**src/rtl/irq_pkg.sv**
```systemverilog
// Shared types and helpers for the interrupt source arbiter slice.
package irq_pkg;

  typedef enum logic [1:0] {
    IDLE    = 2'd0,
    ISSUE   = 2'd1,
    HOLDOFF = 2'd2
  } irq_state_e;

  localparam int VEC_W = 8;

  function automatic int idx_width(input int n);
    return (n > 1) ? $clog2(n) : 1;
  endfunction

  // Saturating add; callers pass their counter's all-ones value as max.
  function automatic logic [31:0] sat_add(input logic [31:0] a,
                                          input logic [31:0] b,
                                          input logic [31:0] max);
    logic [32:0] sum;
    sum = {1'b0, a} + {1'b0, b};
    if (sum > {1'b0, max}) return max;
    return sum[31:0];
  endfunction

endpackage

```
**src/rtl/irq_rr_arbiter.sv**
```systemverilog
// Combinational round-robin pick: first set request at or after ptr, cyclically.
module irq_rr_arbiter #(
  parameter int N_SRC = 8,
  parameter int IDX_W = 3
) (
  input  logic [N_SRC-1:0] req,
  input  logic [IDX_W-1:0] ptr,
  output logic             any,
  output logic [IDX_W-1:0] idx,
  output logic [N_SRC-1:0] grant
);

  logic [IDX_W:0]   pos;
  logic [IDX_W-1:0] j;

  // Scan offsets from farthest to nearest so the nearest hit overwrites.
  always_comb begin
    any = 1'b0;
    idx = '0;
    pos = '0;
    j   = '0;
    for (int k = N_SRC - 1; k >= 0; k--) begin
      pos = {1'b0, ptr} + (IDX_W + 1)'(k);
      if (pos >= (IDX_W + 1)'(N_SRC)) pos = pos - (IDX_W + 1)'(N_SRC);
      j = pos[IDX_W-1:0];
      if (req[j]) begin
        any = 1'b1;
        idx = j;
      end
    end
  end

  for (genvar gi = 0; gi < N_SRC; gi++) begin : g_grant
    assign grant[gi] = any && (idx == IDX_W'(gi));
  end

endmodule

```
**src/rtl/irq_source_arbiter.sv**
```systemverilog
// Latches per-source event pulses and issues them one at a time, round-robin,
// with a programmable idle gap after each completed interrupt.
module irq_source_arbiter
  import irq_pkg::*;
#(
  parameter int         N_SRC       = 8,
  parameter logic [7:0] VECTOR_BASE = 8'h00,
  parameter int         HOLDOFF_W   = 16,
  parameter int         CNT_W       = 16
) (
  input  logic                 i_clk,
  input  logic                 i_rst,
  input  logic [N_SRC-1:0]     src_irq,
  input  logic [N_SRC-1:0]     src_mask,
  input  logic [HOLDOFF_W-1:0] i_holdoff,
  output logic                 int_valid,
  output logic [VEC_W-1:0]     int_vector,
  input  logic                 int_done,
  output logic [N_SRC-1:0]     pending,
  output logic [CNT_W-1:0]     coalesced_cnt,
  output logic                 busy
);

  localparam int IDX_W = idx_width(N_SRC);

  irq_state_e           state_reg, state_next;
  logic [N_SRC-1:0]     pending_reg, pending_next;
  logic [CNT_W-1:0]     cnt_reg, cnt_next;
  logic [IDX_W-1:0]     ptr_reg;
  logic [HOLDOFF_W-1:0] hold_reg;
  logic [VEC_W-1:0]     int_vector_reg;

  logic [N_SRC-1:0] eligible, grant, grant_clr, hits;
  logic             any;
  logic [IDX_W-1:0] idx;
  logic             issue;
  logic [5:0]       hit_cnt;

  assign eligible = pending_reg & ~src_mask;

  irq_rr_arbiter #(.N_SRC(N_SRC), .IDX_W(IDX_W)) u_rr (
    .req   (eligible),
    .ptr   (ptr_reg),
    .any   (any),
    .idx   (idx),
    .grant (grant)
  );

  assign issue     = (state_reg == IDLE) && any;
  assign grant_clr = issue ? grant : '0;

  // An event landing on the bit being granted re-arms it rather than coalescing.
  assign hits = src_irq & pending_reg & ~grant_clr;

  always_comb begin
    hit_cnt = '0;
    for (int i = 0; i < N_SRC; i++) hit_cnt = hit_cnt + {5'b0, hits[i]};
  end

  assign pending_next = (pending_reg & ~grant_clr) | src_irq;
  assign cnt_next     = CNT_W'(sat_add(32'(cnt_reg), 32'(hit_cnt),
                                       32'({CNT_W{1'b1}})));

  always_ff @(posedge i_clk) begin
    if (i_rst) begin
      state_reg      <= IDLE;
      pending_reg    <= '0;
      cnt_reg        <= '0;
      ptr_reg        <= '0;
      hold_reg       <= '0;
      int_vector_reg <= '0;
    end else begin
      state_reg   <= state_next;
      pending_reg <= pending_next;
      cnt_reg     <= cnt_next;
      if (issue) begin
        int_vector_reg <= VECTOR_BASE + VEC_W'(idx);
        ptr_reg        <= (idx == IDX_W'(N_SRC - 1)) ? '0 : idx + 1'b1;
      end
      if (state_reg == ISSUE && int_done) hold_reg <= i_holdoff;
      else if (state_reg == HOLDOFF && hold_reg != '0) hold_reg <= hold_reg - 1'b1;
    end
  end

  always_comb begin
    state_next = state_reg;
    case (state_reg)
      IDLE:    if (any) state_next = ISSUE;
      ISSUE:   if (int_done) state_next = HOLDOFF;
      HOLDOFF: if (hold_reg == '0) state_next = IDLE;
      default: state_next = IDLE;
    endcase
  end

  always_comb begin
    int_valid     = (state_reg == ISSUE);
    busy          = (state_reg != IDLE);
    int_vector    = int_vector_reg;
    pending       = pending_reg;
    coalesced_cnt = cnt_reg;
  end

endmodule

```
**config.mk**
```make
export PLATFORM = sky130hd
export DESIGN_NAME = irq_source_arbiter
export DESIGN_NICKNAME = d
export VERILOG_FILES = /design/src/rtl/irq_pkg.sv /design/src/rtl/irq_rr_arbiter.sv /design/src/rtl/irq_source_arbiter.sv
export SDC_FILE = /design/constraint.sdc
export NUM_CORES = 1
export LEC_CHECK = 0
export BUFFER_PORTS_ARGS = -buffer_cell sky130_fd_sc_hd__buf_2
export CORE_MARGIN = 4
export CORE_UTILIZATION = 35
export CTS_BUF_LIST = sky130_fd_sc_hd__clkbuf_8 sky130_fd_sc_hd__clkbuf_16
export CTS_CLUSTER_DIAMETER = 120
export DETAILED_ROUTE_END_ITERATION = 6
export PLACE_DENSITY = 0.64
export SLEW_MARGIN = 20
export SYNTH_ARGS = -nofsm -noshare
export SYNTH_HDL_FRONTEND = slang
export SYNTH_SLANG_ARGS = --single-unit
```
**constraint.sdc**
```tcl
create_clock -name i_clk -period 9 [get_ports i_clk]
set_clock_uncertainty 0.15 [all_clocks]
set_input_delay 1.8 -clock i_clk [delete_from_list [all_inputs] [get_ports i_clk]]
set_output_delay 1.8 -clock i_clk [all_outputs]
set_load 0.01 [all_outputs]
```
# Word-level counts from Yosys, hierarchy flattened
# Cells that the tools add are included.
# W data, S select, Z words.
[op_classes] bitwise=7 mul=0 n_shift=0 n_eq_ne=12 n_reduce_logical=18 addsub=25 mux=51 order_cmp=17 n_div=0
[ops] op="$mux W16" count=4
[ops] op="$mux W3" count=17
[ops] op="$and A8 B8 Y8" count=4
[ops] op="$lt A3 B4 Y1 const B" count=8
[ops] op="$ge A4 B4 Y1 const B" count=7
[ops] op="$bmux W1 S3" count=8
[ops] op="$sub A3 B1 Y3 const B" count=8
[ops] op="$add A16 B6 Y17" count=1
[ops] op="$gt A17 B16 Y1 const B" count=1
[ops] op="$mux W1" count=17
[ops] op="$add A3 B3 Y4 const B" count=4
[ops] op="$logic_not A16 Y1" count=1
[ops] op="$not A8 Y8" count=2
[ops] op="$reduce_bool A16 Y1" count=1
[ops] op="$sub A16 B1 Y16 const B" count=1
[ops] op="$add A6 B1 Y6" count=2
[ops] op="$eq A3 B3 Y1 const B" count=4
[ops] op="$logic_and A1 B1 Y1" count=11
[ops] op="$add A3 B2 Y4 const B" count=2
[ops] op="$mux W8" count=1
[ops] op="$or A8 B8 Y8" count=1
[ops] op="$add A5 B1 Y6" count=1
[ops] op="$eq A3 B2 Y1 const B" count=2
[ops] op="$mux W2" count=3
[ops] op="other kinds (17)" count=19
[totals] mem_count=0 mem_bits_ro=0 out_inout_bits=34 latch_bits=0 word_cells=136 ram_bits=0 ff_bits=48

# Longest topological paths before layout
# Gate-level depths: netlist (run 1).
[logic_depth] word_depth=29 ltp_mapped=29 mapped_depth_nobuf=26

# Cells and area by module
# Synthesis (run 1) repeated with hierarchy kept, for this count alone.
[hier_totals] cells_unflattened=436 hier_area_um2=3574.7
[modules_own_cells] mod="irq_source_arbiter" cells_each=327 n_inst=1 area_per_inst_um2=2698.8
[modules_own_cells] mod="irq_rr_arbiter" cells_each=109 n_inst=1 area_per_inst_um2=875.8

# Least setup slack after synthesis (run 1)
# No wires, ideal clock.
[synth_timing] kind="input port to flip-flop" startpoint="in src_mask[0]" endpoint="reg cnt_reg[10], in the netlist coalesced_cnt[10]" slack_ps=1774 stages=24 setup_time_ps=71 arrival_time_ps=7005 cell_sequence="nor2b_1 > mux4_2 > and2_1 > a211o_1 > a31oi_1 > or2_1 > o21a_1 > ha_1 > a31oi_2 > fa_1 > inv_1 > fa_1 > inv_1 > fa_1 > fa_1 > inv_1 > fa_1 > nor2b_1 > o21ai_0 > a21oi_1 > and3_1 > nand3_1 > clkbuf_1 > a21oi_1"
[synth_between] elab_chain_len=28 elab_cells_between_ends=65 classes_between="8 x add/sub; 1 x order compare; 7 x eq/ne; 35 x mux; 4 x bitwise; 10 x reduce/logical"
[synth_rtl] item="start: declaration" line_no="irq_source_arbiter.sv:14" text="input logic [N_SRC-1:0] src_mask,"
[synth_rtl] item="$not A8 Y8 (*)" line_no="irq_source_arbiter.sv:39" text="assign eligible = pending_reg & ~src_mask;"
[synth_rtl] item="$and A8 B8 Y8 (*)" line_no="irq_source_arbiter.sv:39"
[synth_rtl] item="$bmux W1 S3" line_no="irq_rr_arbiter.sv:26" text="if (req[j]) begin"
[synth_rtl] item="$mux W1 (implied by the code)" line_no="irq_rr_arbiter.sv:26"
[synth_rtl] item="$mux W3 (8 in a row)" line_no="irq_rr_arbiter.sv:26"
[synth_rtl] item="$eq A3 B1 Y1 / $logic_not A3 Y1 (equally long branches)" line_no="irq_rr_arbiter.sv:34" text="assign grant[gi] = any && (idx == IDX_W'(gi));"
[synth_rtl] item="$logic_and A1 B1 Y1" line_no="irq_rr_arbiter.sv:34"
[synth_rtl] item="$mux W8 (*)" line_no="irq_source_arbiter.sv:50" text="assign grant_clr = issue ? grant : '0;"
[synth_rtl] item="[... 5 more ...]"
[synth_rtl] item="$add A4 B1 Y5" line_no="irq_source_arbiter.sv:57" text="for (int i = 0; i < N_SRC; i++) hit_cnt = hit_cnt + {5'b0, hits[i]};"
[synth_rtl] item="$add A5 B1 Y6" line_no="irq_source_arbiter.sv:57"
[synth_rtl] item="$add A6 B1 Y6" line_no="irq_source_arbiter.sv:57"
[synth_rtl] item="$add A6 B1 Y6 (*)" line_no="irq_source_arbiter.sv:57"
[synth_rtl] item="$add A16 B6 Y17 (*)" line_no="irq_pkg.sv:21" text="sum = {1'b0, a} + {1'b0, b};"
[synth_rtl] item="$gt A17 B16 Y1" line_no="irq_pkg.sv:22" text="if (sum > {1'b0, max}) return max;"
[synth_rtl] item="$mux W1" line_no="irq_pkg.sv:22"
[synth_rtl] item="$mux W16 (*)" line_no="irq_pkg.sv:23" text="return sum[31:0];"
[synth_rtl] item="end signal: assignment" line_no="irq_source_arbiter.sv:75" text="cnt_reg <= cnt_next;"
[synth_rtl] item="end: declaration" line_no="irq_source_arbiter.sv:28" text="logic [CNT_W-1:0] cnt_reg, cnt_next;"
# Mark *: on every way between the ends. The rest lies on a longest branch, timed or not. The select of a mux whose other input is x is not followed.
# A chain may end at the register's enable or synchronous reset.

# Final worst setup path (run 1)
[layout_timing] startpoint="in src_mask[1]" endpoint="reg cnt_reg[13], in the netlist coalesced_cnt[13]"
# Same word-level chain as after synthesis.

==> impl_metrics.json, run 1 <==
{
  "outcome": "complete, no violations",
  "cts_root_buf": "clkbuf_8",
  "wl_met2_um": 4500,
  "p_comb_frac": 0.589,
  "path_buf_inv": 4,
  "grt_pass1_vias": 3201,
  "core_area_um2": 9860,
  "grt_max_degree": 44,
  "synth_edf_count": 0,
  "place_congestion": 0.972,
  "rows": 36,
  "synthFlopType": "dfxtp_1",
  "ys_seq_area_frac": 0.268,
  "met3_length_um": 654,
  "tightestPinTransition_ps": 948,
  "rsz0062_at_grt": "false",
  "hp-class": "reg -> reg",
  "internal_power_uw": 628,
  "cts_setup_buffers": 0,
  "routed_wl_um": 9130,
  "max_stage_delay_ps": 560,
  "clkLatencyLatePin_ps": 300,
  "drt_iter0_markers": 180,
  "cts_buffers": 5,
  "critical_path.top_delay_family": "adder cells",
  "synth_area_per_cell_um2": 8.51,
  "fin_crit_sh": 0.876,
  "cp.required_ps": 9070,
  "reg2reg_from": "ptr_reg[1]",
  "async_flop_share": 0,
  "startpoint": "src_mask[1]",
  "cts.sinks": 48,
  "syn_to_final_growth_pct": 13.5,
  "clock.fmax_ghz": 0.127,
  "yosysWarnings": 0,
  "start_util": 0.364,
  "worst_ep_arrival_time_ps": 7950,
  "syn_inst": 422,
  "switchingPower_uw": 523,
  "end_kind": "flip-flop",
  "die_x_um": 109,
  "critPathKind": "in -> reg",
  "syn_area_um2": 3590,
  "ctsHoldBuffers": 0,
  "seq_power_share": 0.267,
  "cpMaxStageDelayCell": "fa_1",
  "track_usage": 0.156,
  "hold_viol": 0,
  "cts_tree": "built",
  "die_y_um": 109,
  "r2r-end": "coalesced_cnt[13]",
  "pwr-share-clk": 0.144,
  "post-synth-top-area-fraction": 0.268,
  "fillers": 1030,
  "r2r_slack_ps": 1530,
  "path_common_cell": "fa_1",
  "dr.max_layer_used": "met4",
  "vias_per_cell": 5.33,
  "met1_length_um": 3820,
  "endpoint": "coalesced_cnt[13]",
  "total_leakage_power_nw": 1.75,
  "ant_nets": 0,
  "cts_resized": 0,
  "irDropWorstVdd_mv": 0.0963,
  "synth_top_area_cell": "dfxtp_1",
  "cp-start-kind": "primary input",
  "finalCriticalPeriod_ps": 7890,
  "setup_tns_ps": 0,
  "remaining_drc_errors": 0,
  "drv_cap": 0,
  "num_io_pins": 69,
  "cp_max_fo": 13,
  "layout.nets": 529,
  "swShare": 0.454,
  "maxSlewHeadroom": 0.367,
  "cts.path.max_buffers": 2,
  "drv_slew": 0,
  "hpwl_um": 7110,
  "die_area_um2": 11900,
  "post_route_cells_drive_above_1_share": 0.204,
  "ys_ff_latch": 48,
  "crit_cells": 23,
  "antenna_found_initial": 0,
  "finalSetupViolations": 0,
  "power_mw": 1.15,
  "crit_chain": "buf_2 > nand2b_1 > mux2i_1 > a21o_1 > a211o_1 > a21oi_1 > o31ai_1 > ha_1 > a31oi_2 > fa_1 > inv_1 > fa_1 > inv_1 > fa_1 > fa_1 > inv_1 > fa_1 > nor2b_1 > o21ai_0 > a21oi_1 > and3_1 > nand3_1 > a31oi_1",
  "vias": 3242,
  "grt_pass1_wl_um": 15100,
  "grt-ovfl-total": 0,
  "power_density_nw_per_um2": 282,
  "avgRoutedWirePerCell_um": 15.0,
  "num_antenna_cells": 0,
  "synthDistinctLibCells": 65,
  "cts.htree.levels": 2,
  "portBuffers": 63,
  "clkTransAtPathRegs_ps": 100,
  "rr_worst_depth": 23,
  "dr.pass1.iters": 4,
  "synthTopCellsByArea": "dfxtp_1 (27%), ha_1 (5.2%), nor2_1 (5.2%)"
}
[cells in the mapped netlist (11+ instances only)]
cell type,number
inv_1,21
nand2b_1,12
a211oi_1,20
nand3_1,11
o21ai_0,11
mux2i_1,16
ha_1,15
nor2_1,50
nand2_1,27
xnor2_1,13
dfxtp_1,48
nor2b_1,20
a21oi_1,21
clkbuf_1,11
xor2_1,13
[placed cells by master, fill, tap and decap left out, types with 4 or more instances in the layout]
master    netlist  layout
a31oi_1         6       6
inv_1          21      21
nand4_1         4       4
a21oi_1        21      21
clkbuf_8        0       6
nand2_1        27      27
nor2b_1        20      20
nand2b_1       12      12
buf_2           4      63
conb_1          1       5
nor2_1         50      50
mux2i_1        16      16
nand3_1        11      11
fa_1            5       5
mux4_2          7       7
xnor2_1        13      13
dfxtp_1        48      48
o21a_1          4       4
nor3_1          4       4
a211oi_1       20      20
and3_1          5       5
ha_1           15      15
o21ai_0        11      11
xor2_1         13      13
[worst register-to-register path, stage by stage (launching register included)]
cell and delay (ps):
dfxtp_1 680, inv_2 230, ha_1 460, inv_1 220, mux4_2 550, nor2_1 120
a21oi_1 80, o31ai_1 520, ha_1 300, a31oi_2 110, fa_1 540, inv_1 60
fa_1 550, inv_1 60, fa_1 570, fa_1 210, inv_1 60, fa_1 400
nor2b_1 110, o21ai_0 110, a21oi_1 330, and3_1 290, nand3_1 390, a31oi_1 280
[worst min path at each step]
stage                   from             to  depth (start not counted)
3_5_place_dp   int_vector[1]  int_vector[1]                          2
6_report       int_vector[1]  int_vector[1]                          2
4_1_cts        int_vector[1]  int_vector[1]                          2
2_1_floorplan  int_vector[1]  int_vector[1]                          2
5_1_grt        int_vector[1]  int_vector[1]                          2
3_3_place_gp   int_vector[1]  int_vector[1]                          2
[cell type report]
class                   instances  area (um^2)  share of cell area
well taps                     133          166              0.0408
flip-flops and latches         48          961               0.236
clock buffers                   6         82.6              0.0203
inverters                      24         92.6              0.0227
repair buffers                 65          330              0.0811
clock inverters                 2         38.8             0.00952
multi-input cells             330         2400               0.590
[through the flow]
step	cell area (um^2)	util	std cells	hold WS (ps)	worst slack [ps]
floorplan	3600	-	426	334	1770
global placement	3950	0.401	600	284	990
detailed placement	3950	0.401	600	293	824
CTS	4080	0.413	608	315	1100
global route	4080	0.413	608	352	649
finish	4080	0.413	608	307	1110
[power by group through the flow]
stage	sequential (mW)	combinational [mW]	clock (mW)
global route	0.313	0.762	0.180
finish	0.307	0.678	0.166
global placement	0.310	0.662	0
floorplan	0.300	0.543	0
detailed placement	0.311	0.676	0
CTS	0.306	0.681	0.171
[metal layers]
layer	track usage	vias to the layer above
met4	0.0543	0
met1	0.199	1509
met2	0.261	100
met3	0.0332	15
li1	-	1618
met5	0	-
[kinds of logic after synthesis]
kind of cell	Yosys count	share of synthesized area
AND/OR/NAND/NOR	153	0.220
XOR/XNOR	26	0.0634
multiplexers	26	0.0979
AO/OA/AOI/OAI	100	0.203
adder cells (fa/ha/maj)	20	0.0802
other	1	0.00104
buffers and inverters	48	0.0669
flip-flops	48	0.268
Note: power is estimated with default switching activity, not from simulation.
==> run 2, diff against run 1 <==
--- a/config.mk
+++ b/config.mk
@@ -6,6 +6,7 @@
 export NUM_CORES = 1
 export LEC_CHECK = 0
 export BUFFER_PORTS_ARGS = -buffer_cell sky130_fd_sc_hd__buf_2
+export CORE_ASPECT_RATIO = 0.7
 export CORE_MARGIN = 4
 export CORE_UTILIZATION = 35
 export CTS_BUF_LIST = sky130_fd_sc_hd__clkbuf_8 sky130_fd_sc_hd__clkbuf_16
==> impl_metrics.json, run 2 (synthesized netlist as in run 1, its figures left out) <==
{
  "grt_max_degree": 44,
  "max_stage_delay_ps": 560,
  "fillers": 989,
  "drv_slew": 0,
  "path_common_cell": "fa_1",
  "vias": 3219,
  "power_mw": 1.18,
  "tightestPinTransition_ps": 952,
  "setup_tns_ps": 0,
  "cts_resized": 0,
  "power_density_nw_per_um2": 289,
  "place_congestion": 0.910,
  "grt-ovfl-total": 0,
  "die_area_um2": 12000,
  "critPathKind": "in -> reg",
  "cts_buffers": 5,
  "num_io_pins": 69,
  "dr.pass1.iters": 5,
  "cts.htree.levels": 2,
  "die_x_um": 129,
  "total_leakage_power_nw": 1.77,
  "grt_pass1_wl_um": 15000,
  "drv_cap": 0,
  "layout_common_cells": "buf_2 (63), nor2_1 (50), dfxtp_1 (48)",
  "ant_nets": 0,
  "finalSetupViolations": 0,
  "cts.path.max_buffers": 2,
  "cp_max_fo": 13,
  "place_area_um2": 3950,
  "cpMaxStageDelayCell": "o31ai_1",
  "holdWs_ps": 313,
  "layout.nets": 529,
  "hp-class": "reg -> reg",
  "fin_ws_ps": 1050,
  "path_buf_inv": 4,
  "num_antenna_cells": 0,
  "die_y_um": 92.7,
  "final_area_um2": 4090,
  "finalCriticalPeriod_ps": 7950,
  "final_common_cell": "buf_2",
  "routed_wl_um": 9330,
  "syn_to_final_growth_pct": 14.0,
  "core_area_um2": 9830,
  "antenna_found_initial": 0,
  "start_util": 0.365,
  "cts_root_buf": "clkbuf_16",
  "irDropWorstVdd_mv": 0.119,
  "drt_iter0_markers": 337,
  "critical_path.top_delay_family": "adder cells",
  "hpwl_um": 7030,
  "post_route_cells_drive_above_1_share": 0.200,
  "track_usage": 0.153,
  "avgRoutedWirePerCell_um": 15.5,
  "cts_tree": "built",
  "end_kind": "flip-flop",
  "crit_chain": "buf_2 > nand2b_1 > mux2i_1 > mux4_2 > nor2_1 > a21oi_1 > o31ai_1 > ha_1 > a31oi_2 > fa_1 > inv_1 > fa_1 > inv_1 > fa_1 > fa_1 > inv_1 > fa_1 > nor2b_1 > o21ai_0 > a21oi_1 > and3_1 > nand3_1 > a31oi_1",
  "clkTransAtPathRegs_ps": 60,
  "clkLatencyLatePin_ps": 290,
  "cp-start-kind": "primary input",
  "outcome": "complete, no violations",
  "worst_ep_arrival_time_ps": 8010,
  "portBuffers": 63,
  "maxSlewHeadroom": 0.364,
  "hold_viol": 0,
  "grt_pass1_vias": 2966,
  "remaining_drc_errors": 0,
  "rows": 30,
  "cp.required_ps": 9060,
  "rsz0062_at_grt": "false",
  "cts_setup_buffers": 0,
  "vias_per_cell": 5.34,
  "ctsHoldBuffers": 0,
  "fin_crit_sh": 0.883,
  "clock.fmax_ghz": 0.126,
  "cts.sinks": 48,
  "dp_slack_ps": 811
}
==> run 2: changes by cell type in the layout (fill, tap and decap cells not counted), sizes merged <==
cell	before	now
clkinv	1	0
bufinv	1	0
inv	24	26
==> run 2: final timing paths <==
kind / startpoint / to / slack (ps) / cells past startpoint
setup reg to reg: ptr_reg[1] / coalesced_cnt[13] / 1450 / 23
hold reg to reg: int_vector[1] / int_vector[1] / 310 / 2
setup / recovery: src_mask[4] / coalesced_cnt[13] / 1050 / 23
hold / removal: int_vector[1] / int_vector[1] / 310 / 2
==> run 2: cell type report <==
type	count	area [um^2]	share of cell area
multi-input cells	330	2400	0.587
flip-flops and latches	48	961	0.235
repair buffers	65	330	0.0807
well taps	128	160	0.0391
clock buffers	6	139	0.0339
inverters	24	92.6	0.0226
clock inverters	2	7.51	0.00183
==> run 2: through the flow <==
step	instances	util
finish	603	0.416
global placement	595	0.401
floorplan	426	-
global route	603	0.416
CTS	603	0.416
detailed placement	595	0.401
==> run 2: report_power, final <==
group	switching (mW)	internal (mW)	total [mW]
clock	0.0796	0.109	0.188
sequential	0.0501	0.258	0.308
combinational	0.406	0.279	0.685
total	0.536	0.646	1.18
==> run 2: worst register-to-register path, stage by stage (launching register included) <==
cell and delay [ps]:
dfxtp_1 650, inv_2 200, ha_1 470, inv_1 250
mux4_2 550, nor2_1 120, a21oi_1 90, o31ai_1 560
ha_1 310, a31oi_2 110, fa_1 540, inv_1 70
fa_1 540, inv_1 60, fa_1 570, fa_1 200
inv_1 50, fa_1 400, nor2b_1 140, o21ai_0 130
a21oi_1 340, and3_1 300, nand3_1 410, a31oi_1 290
==> run 2: routing by layer <==
| metal | up-vias | share of wire | routed length [um] | track usage |
|---|---|---|---|---|
| met5 | - | 0 | 0 | 0 |
| met2 | 138 | 0.41 | 3780 | 0.215 |
| met3 | 6 | 0.078 | 731 | 0.0380 |
| li1 | 1607 | - | - | - |
| met1 | 1468 | 0.51 | 4760 | 0.236 |
| met4 | 0 | 0.0061 | 57 | 0.0280 |
